===== src/rtl/comb_response_logger_if.sv =====
// Record stream from the response logger to its consumer.
// The master presents show-ahead records; the slave accepts them with out_ready.
interface comb_response_logger_if #(
   parameter int WIDTH    = 3,
   parameter int TS_WIDTH = 16
);
   logic                      out_valid;
   logic                      out_ready;
   logic [TS_WIDTH+WIDTH-1:0] out_data;

   modport master (output out_valid, output out_data, input out_ready);
   modport slave  (input out_valid, input out_data, output out_ready);
endinterface


===== src/rtl/comb_response_logger.sv =====
// Samples a response vector and logs every change as a {timestamp, value} record.
// Records queue in a show-ahead FIFO; events that find it full are dropped and counted.
module comb_response_logger #(
   parameter int WIDTH    = 3,
   parameter int TS_WIDTH = 16,
   parameter int DEPTH    = 8
) (
   input  logic                     clk,
   input  logic                     rst,
   input  logic                     enable,
   input  logic [WIDTH-1:0]         resp_in,
   comb_response_logger_if.master   out_bus,
   output logic [$clog2(DEPTH):0]   fifo_count,
   output logic [7:0]               drop_count
);
   localparam int AW = $clog2(DEPTH);
   localparam int CW = AW + 1;
   localparam logic [CW-1:0] FULL = CW'(DEPTH);

   typedef enum logic [1:0] {IDLE, PRIME, RUN} state_t;

   state_t                    state_q, state_d;
   logic [WIDTH-1:0]          sync1, sync2, prev;
   logic [TS_WIDTH-1:0]       ts;
   logic                      ev_valid, prev_load;
   logic                      push, pop, drop;
   logic [AW-1:0]             wr_ptr, rd_ptr;
   logic [TS_WIDTH+WIDTH-1:0] mem [DEPTH];

   always_ff @(posedge clk) begin
      if (rst) begin
         sync1 <= '0;
         sync2 <= '0;
      end else begin
         sync1 <= resp_in;
         sync2 <= sync1;
      end
   end

   always_ff @(posedge clk) begin
      if (rst) begin
         state_q <= IDLE;
         prev    <= '0;
         ts      <= '0;
      end else begin
         state_q <= state_d;
         if (prev_load)
            prev <= sync2;
         // Clearing on the way out of RUN keeps ts at 0 for the whole IDLE stay.
         if (state_q == RUN && enable)
            ts <= ts + TS_WIDTH'(1);
         else
            ts <= '0;
      end
   end

   always_comb begin
      state_d   = state_q;
      ev_valid  = 1'b0;
      prev_load = 1'b0;
      case (state_q)
         IDLE: begin
            if (enable)
               state_d = PRIME;
         end
         PRIME: begin
            ev_valid  = 1'b1;
            prev_load = 1'b1;
            state_d   = enable ? RUN : IDLE;
         end
         RUN: begin
            if (!enable) begin
               state_d = IDLE;
            end else if (sync2 != prev) begin
               ev_valid  = 1'b1;
               prev_load = 1'b1;
            end
         end
         default: state_d = IDLE;
      endcase
   end

   // A pop in the same cycle frees a slot, so a full FIFO can still accept.
   assign pop  = out_bus.out_valid && out_bus.out_ready;
   assign push = ev_valid && ((fifo_count < FULL) || pop);
   assign drop = ev_valid && !push;

   always_ff @(posedge clk) begin
      if (push)
         mem[wr_ptr] <= {ts, sync2};
   end

   always_ff @(posedge clk) begin
      if (rst) begin
         wr_ptr     <= '0;
         rd_ptr     <= '0;
         fifo_count <= '0;
         drop_count <= '0;
      end else begin
         if (push)
            wr_ptr <= wr_ptr + AW'(1);
         if (pop)
            rd_ptr <= rd_ptr + AW'(1);
         case ({push, pop})
            2'b10:   fifo_count <= fifo_count + CW'(1);
            2'b01:   fifo_count <= fifo_count - CW'(1);
            default: fifo_count <= fifo_count;
         endcase
         if (drop && drop_count != 8'hFF)
            drop_count <= drop_count + 8'd1;
      end
   end

   assign out_bus.out_valid = (fifo_count != '0);
   assign out_bus.out_data  = out_bus.out_valid ? mem[rd_ptr] : '0;
endmodule


===== src/flat_wrapper.sv =====
// flat-port wrapper written by rule: the top's interface ports become plain ports
module comb_response_logger_flat 
#(
   parameter int WIDTH    = 3,
   parameter int TS_WIDTH = 16,
   parameter int DEPTH    = 8
)
  (clk, rst, enable, resp_in, fifo_count, drop_count, out_bus_out_valid, out_bus_out_data, out_bus_out_ready);
  comb_response_logger_if #(.WIDTH(WIDTH), .TS_WIDTH(TS_WIDTH)) out_bus_i ();
  input  logic clk;
  input  logic rst;
  input  logic enable;
  input  logic [WIDTH-1:0] resp_in;
  output logic [$clog2(DEPTH):0] fifo_count;
  output logic [7:0] drop_count;
  output wire logic [$bits(out_bus_i.out_valid)-1:0] out_bus_out_valid;
  output wire logic [$bits(out_bus_i.out_data)-1:0] out_bus_out_data;
  input wire logic [$bits(out_bus_i.out_ready)-1:0] out_bus_out_ready;
  assign out_bus_out_valid = out_bus_i.out_valid;
  assign out_bus_out_data = out_bus_i.out_data;
  assign out_bus_i.out_ready = out_bus_out_ready;
  comb_response_logger #(.WIDTH(WIDTH), .TS_WIDTH(TS_WIDTH), .DEPTH(DEPTH)) u_core (.clk(clk), .rst(rst), .enable(enable), .resp_in(resp_in), .out_bus(out_bus_i), .fifo_count(fifo_count), .drop_count(drop_count));
endmodule

===== config.mk =====
export PLATFORM = sky130hd
export DESIGN_NAME = comb_response_logger_flat
export DESIGN_NICKNAME = d
export VERILOG_FILES = /design/src/rtl/comb_response_logger_if.sv /design/src/rtl/comb_response_logger.sv /design/src/flat_wrapper.sv
export SDC_FILE = /design/constraint.sdc
export NUM_CORES = 1
export LEC_CHECK = 0
export CORE_ASPECT_RATIO = 0.7
export CORE_MARGIN = 4
export CORE_UTILIZATION = 43
export DETAILED_ROUTE_END_ITERATION = 12
export MAX_ROUTING_LAYER = met4
export PLACE_DENSITY = 0.68
export SYNTH_ARGS = -nofsm -noshare
export SYNTH_HDL_FRONTEND = slang
export SYNTH_SLANG_ARGS = --single-unit

===== constraint.sdc =====
create_clock -name clk -period 4.2 [get_ports clk]
set_input_delay 0.84 -clock clk [delete_from_list [all_inputs] [get_ports clk]]
set_output_delay 0.84 -clock clk [all_outputs]
set_load 0.02 [all_outputs]

==> metrics, run 1 <==
first-pass GRT wire length 23,300 microns; Finished Layout Cells 774; TritonCTS clock tree built; total global routing overflow 0; worst min-delay path category flop to flop; Setup crit start kind flop; Post-CTS Resized 0; kind of critical path flop to output port; TritonCTS Buffers 17; FP Rows 41; Crit path buffers/inverters 2; final setup TNS 0 ps; Post-DP HPWL 8700 microns; Worst-Margin Slew 701 ps; top_reg_cell synth edfxtp_1; fmax 272 MHz; Seq/Total Area, Yosys 70.1%; Max-Cap Viols 0; IO buf count 38; Req. time, crit path 3360 ps; FF+latch count, synth 200; Yosys top cell area share 57.9%; Layout fillers 1,426; Post-synth EDFFs 152; die area 20,600 sq um; initial antenna violation count 0; # DRC 0; critical path, cell by cell buf_4, mux4_2, mux2i_1, nor2_1, clkdlybuf4s50_1; drt first pass iters 5; Critical Path AT 2840 ps; Worst path top cell family by delay buffers and inverters; clk slew on worst S/H paths 60 ps; clock skew 9.54 ps; Mapped Cells 475; GPL Wtd Cong 0.743; Inst Count DP 743; largest net degree at the start of global routing 39; Post-CTS Setup Bufs 0; combinational cell fraction of total power 7.1%; layout cells sized above 1 17.1%; Internal Pwr Total 3030 uW; final worst path period share 87.5%; Slew HR 53.2%; Largest stage delay, worst path 720 ps; Clock Latency Late Sink 430 ps; vias in the first global route 4,161; setup ws final 525 ps; CP endpoint kind output port; Switching Share 21.5%; WL/cell 18.9 microns; clock share of power 37.6%; Post-Syn Area 7880 sq um; commonest non-fill, non-tap cell in the layout edfxtp_1; Pwr Density 423 nW/um^2; final antenna-violating net count 0; worst-path maximum fanout 15; RSZ-0062 raised after global routing false; Yosys cell types 36; synth top area cells edfxtp_1 (58%), dfxtp_1 (12%), mux4_2 (11%), mux2i_1 (3.2%), nor2_1 (3.0%); Synth Area per Inst 16.6 sq um; Leak 0.00294 uW; Die X-Extent 170 microns; htree depth 4; minimum clock period 3680 ps; Yosys Warn Count 0; GRT Total Usage 15.7%; IO Pins 39; commonest cells after routing, fill and taps aside edfxtp_1 (152), nor2_1 (57), dfxtp_1 (47); clk buf depth 2; drt via density 5.19; area delta synth->final 15.9%; fin. max-slew vios 0; Vert. Die Dim 121 microns; nets@finish 543; pre-CTS setup slack 644 ps; total wire length 14,600 microns; Synth area leader edfxtp_1; 1st-iter DRT viols 329; Seq pwr share 55.3%; Critical Path Slowest Stage Cell dfxtp_2; syn nets 492; initial core utilization 43.8%; clock sinks 200; NetSw 833 uW; Synth async-reset ratio 0%; status finished, final reports clean; n_diodes 0; via count 4,017; Core ar. 18,000 sq um; Hold Vio Cnt, Final 0; Max rail drop VDD 0.000316 V; Root Driver clkbuf_16; final setup vio count 0; Util after Layout 50.7%; cts hold-fix bufs 0
state kept, by name (all words and copies together) (netlist names), named ones only:
name	count
u_core.fifo_count	4
u_core.sync1	3
u_core.wr_ptr	3
u_core.rd_ptr	3
u_core.drop_count	8
u_core.mem	152
u_core.state_q	2
u_core.prev	3
u_core.sync2	3
u_core.ts	16
power by group through the flow:
| stage | clock [uW] | combinational (uW) | sequential, uW |
|---|---|---|---|
| 3_5_place_dp | 0 | 280 | 2190 |
| 4_1_cts | 1490 | 281 | 2140 |
| 3_3_place_gp | 0 | 276 | 2180 |
| 6_report | 1450 | 275 | 2140 |
| 2_1_floorplan | 0 | 181 | 2170 |
| 5_1_grt | 1570 | 299 | 2140 |
cells in the mapped netlist, types with 3 or more instances:
cell type,instances
a21oi_1,9
and2_1,6
and4_1,3
buf_2,5
buf_4,3
clkbuf_1,10
dfxtp_1,48
edfxtp_1,152
ha_1,10
inv_1,6
mux2i_1,25
mux4_2,38
nand2_1,14
nand2b_1,5
nand3_1,8
nand4_1,3
nor2_1,63
nor2b_1,7
nor3_1,4
nor4b_1,4
o21ai_0,6
xnor2_1,12
xor2_1,17
through the flow:
step / hold WS, ps / instance area (sq um) / total power (uW)
6_report: 446 / 9140 / 3870
5_1_grt: 464 / 9140 / 4010
4_1_cts: 451 / 9140 / 3910
3_5_place_dp: 429 / 8620 / 2470
3_3_place_gp: 430 / 8620 / 2460
2_1_floorplan: 414 / 7880 / 2350
layer usage:
metal / share of wire, % / global-route usage (%)
met1: 47 / 21.0
met2: 48 / 23.8
met3: 4.3 / 3.71
met4: 1.1 / 5.13
met5: 0 / -
area by class of cell:
cell class                 count  area (sq um)  area share [%]
clock inverter                 8          51.3           0.562
sequential                   200          5530            60.5
multi-input combinational    248          2270            24.8
clock buffer                  23           468            5.12
tap                          236           295            3.23
inverter                       7          26.3           0.288
timing repair buffer          52           498            5.45
worst paths after layout:
path / start / to / slack (ps) / cells past startpoint
max: flop / out_bus_out_data[15] / 520 / 5
min: u_core.sync1[2] / u_core.sync2[2] / 450 / 1
max reg2reg: u_core.sync2[1] / u_core.fifo_count[2] / 1300 / 11
min reg2reg: u_core.sync1[2] / u_core.sync2[2] / 450 / 1
cells by family (layout without fill, tap and decap cells):
family                   Yosys count  count (layout)  share of synthesized area [%]
buffers and inverters             27              90                           1.51
AND/OR/NAND/NOR                  127             127                           7.98
AO/OA/AOI/OAI                     19              19                           1.57
multiplexers                      63              63                           14.0
XOR/XNOR                          29              29                           3.22
flip-flops                       200             200                           70.1
adder cells (fa/ha/maj)           10              10                           1.59
Note: power is estimated with default switching activity, not from simulation.
==> inputs of run 2 (changes only) <==
- CORE_MARGIN: 4 -> unset
- GPL_ROUTABILITY_DRIVEN: unset -> 0
- GPL_TIMING_DRIVEN: unset -> 0
==> run 2 against run 1 <==
Critical path depth up 1. Setup slack worse by 61 ps. Register-to-register slack got worse by 20 ps. Clock skew increased by 1.1 ps. Clock-buffer cell count down 4. Die area decreased by 8.3%. Final cell count up 2.2%.
==> metrics, run 2 (synthesis gave the netlist of run 1 again) <==
pre-CTS setup slack 637 ps (-6.22 ps); commonest cells after routing, fill and taps aside edfxtp_1 (152), nor2_1 (57), dfxtp_1 (48); kind of critical path flop to output port; Finished Layout Cells 791 (+2.2%); fmax 268 MHz (-1.6%); clk slew on worst S/H paths 70 ps (about the same); Critical Path Slowest Stage Cell buf_1; Pwr Density 430 nW/um^2 (+1.5%); nets@finish 559 (+2.9%); drt via density 5.22 (+0.58%); final setup vio count 0 (unchanged); TritonCTS clock tree built; final worst path period share 88.9% (+1.4 points); Util after Layout 51.8% (+1.1 points); via count 4,129 (+2.8%); # DRC 0 (unchanged); RSZ-0062 raised after global routing false; Layout fillers 1,462 (+2.5%); met2 wire length 7260 microns (+3.3%); Slew HR 41.3% (-12 points); Setup crit start kind flop; Largest register FFs 152 (unchanged); Biggest register u_core.mem; vias in the first global route 4,189 (+0.67%); Max rail drop VDD 0.000309 V (-2.2%); Reg2Reg Depth 11 (unchanged); Hold Vio Cnt, Final 0 (unchanged); Post-DP HPWL 10,200 microns (+18%); critical path, cell by cell buf_2, buf_1, mux4_2, mux2i_1, nor2_1, clkdlybuf4s50_1; 1st-iter DRT viols 346 (+5.2%); initial core utilization 43.9% (+0.13 points); minimum clock period 3740 ps (+60.8 ps); largest net degree at the start of global routing 18 (-54%); layout cells sized above 1 17.3% (+0.20 points); clk buf depth 2 (unchanged); Leak 0.00302 uW (+2.7%); drt first pass iters 5 (unchanged); worst-path maximum fanout 10 (-5); Vert. Die Dim 115 microns (-4.9%); Post-CTS Resized 0 (unchanged); Critical R2R Launch u_core.sync2[1]; DR WL met3 567 microns (-10%); clock sinks 200 (unchanged); Max-Cap Viols 0 (unchanged); Crit path buffers/inverters 3 (+1); M1 WL 7090 microns (+4.2%); status finished, final reports clean; Hold Path Depth 1 (unchanged); Area after DPL 8740 sq um (+1.4%); Largest stage delay, worst path 620 ps (-100 ps); Req. time, crit path 3360 ps (about the same); fin. max-slew vios 0 (unchanged); final setup TNS 0 ps (unchanged); Worst-Margin Slew 881 ps (+179 ps); largest registers u_core.mem x152, u_core.ts x16, u_core.drop_count x8; WP depth 6 (+1); Inst Count DP 759 (+2.2%); CP endpoint kind output port; Core ar. 18,000 sq um (-0.28%); DR top layer met4; Clock Latency Late Sink 430 ps (about the same); fin area 9310 sq um (+1.9%); HP Start u_core.sync1[0]; GRT Total Usage 17.7% (+2.1 points); clock skew 10.6 ps (+1.09 ps); commonest non-fill, non-tap cell in the layout edfxtp_1; die area 18,900 sq um (-8.3%); Die X-Extent 164 microns (-3.5%); total global routing overflow 0 (unchanged); Critical Path AT 2900 ps (+60 ps); FP Rows 41 (unchanged); n_diodes 0 (unchanged); Worst path top cell family by delay buffers and inverters; first-pass GRT wire length 23,300 microns (+0.36%); IO buf count 38 (unchanged); initial antenna violation count 0 (unchanged); final antenna-violating net count 0 (unchanged); worst min-delay path category flop to flop; Post-CTS Setup Bufs 0 (unchanged); IO Pins 39 (unchanged); Root Driver clkbuf_16; WL/cell 19.1 microns (+1.1%); setup ws final 464 ps (-60.8 ps); area delta synth->final 18.1%; cts hold-fix bufs 0 (unchanged); TritonCTS Buffers 17 (unchanged); total wire length 15,100 microns (+3.3%); htree depth 4 (unchanged)
## run 2: final timing paths
kind                          end  slack (ps)
min reg2reg       u_core.sync2[0]         440
max           out_bus_out_data[9]         460
max reg2reg  u_core.fifo_count[2]        1280
min               u_core.sync2[0]         440
## run 2: layer usage
| metal | global-route usage (%) | up-vias |
|---|---|---|
| li1 | - | 1936 |
| met1 | 24.1 | 2100 |
| met2 | 26.6 | 80 |
| met3 | 3.68 | 13 |
| met4 | 6.05 | 0 |
| met5 | - | - |
## run 2: through the flow
step	hold slack, ps	total power, uW
after CTS	451	4030
after floorplan	414	2350
after global placement	431	2460
final	442	4000
after global routing	459	4130
after detailed placement	434	2470
## run 2: area by class of cell
cell class | instances | area, sq um | share of cell area (%)
inverters | 7 | 26.3 | 0.282
clock buffers | 19 | 443 | 4.76
multi-input cells | 248 | 2260 | 24.3
repair buffers | 48 | 533 | 5.73
plain buffers | 20 | 92.6 | 0.995
flip-flops and latches | 200 | 5530 | 59.4
well taps | 236 | 295 | 3.17
clock inverters | 13 | 129 | 1.38
## run 2: where the power goes
part           switching, uW  internal (uW)
clock                    687            889
combinational            159            132
sequential              12.3           2120
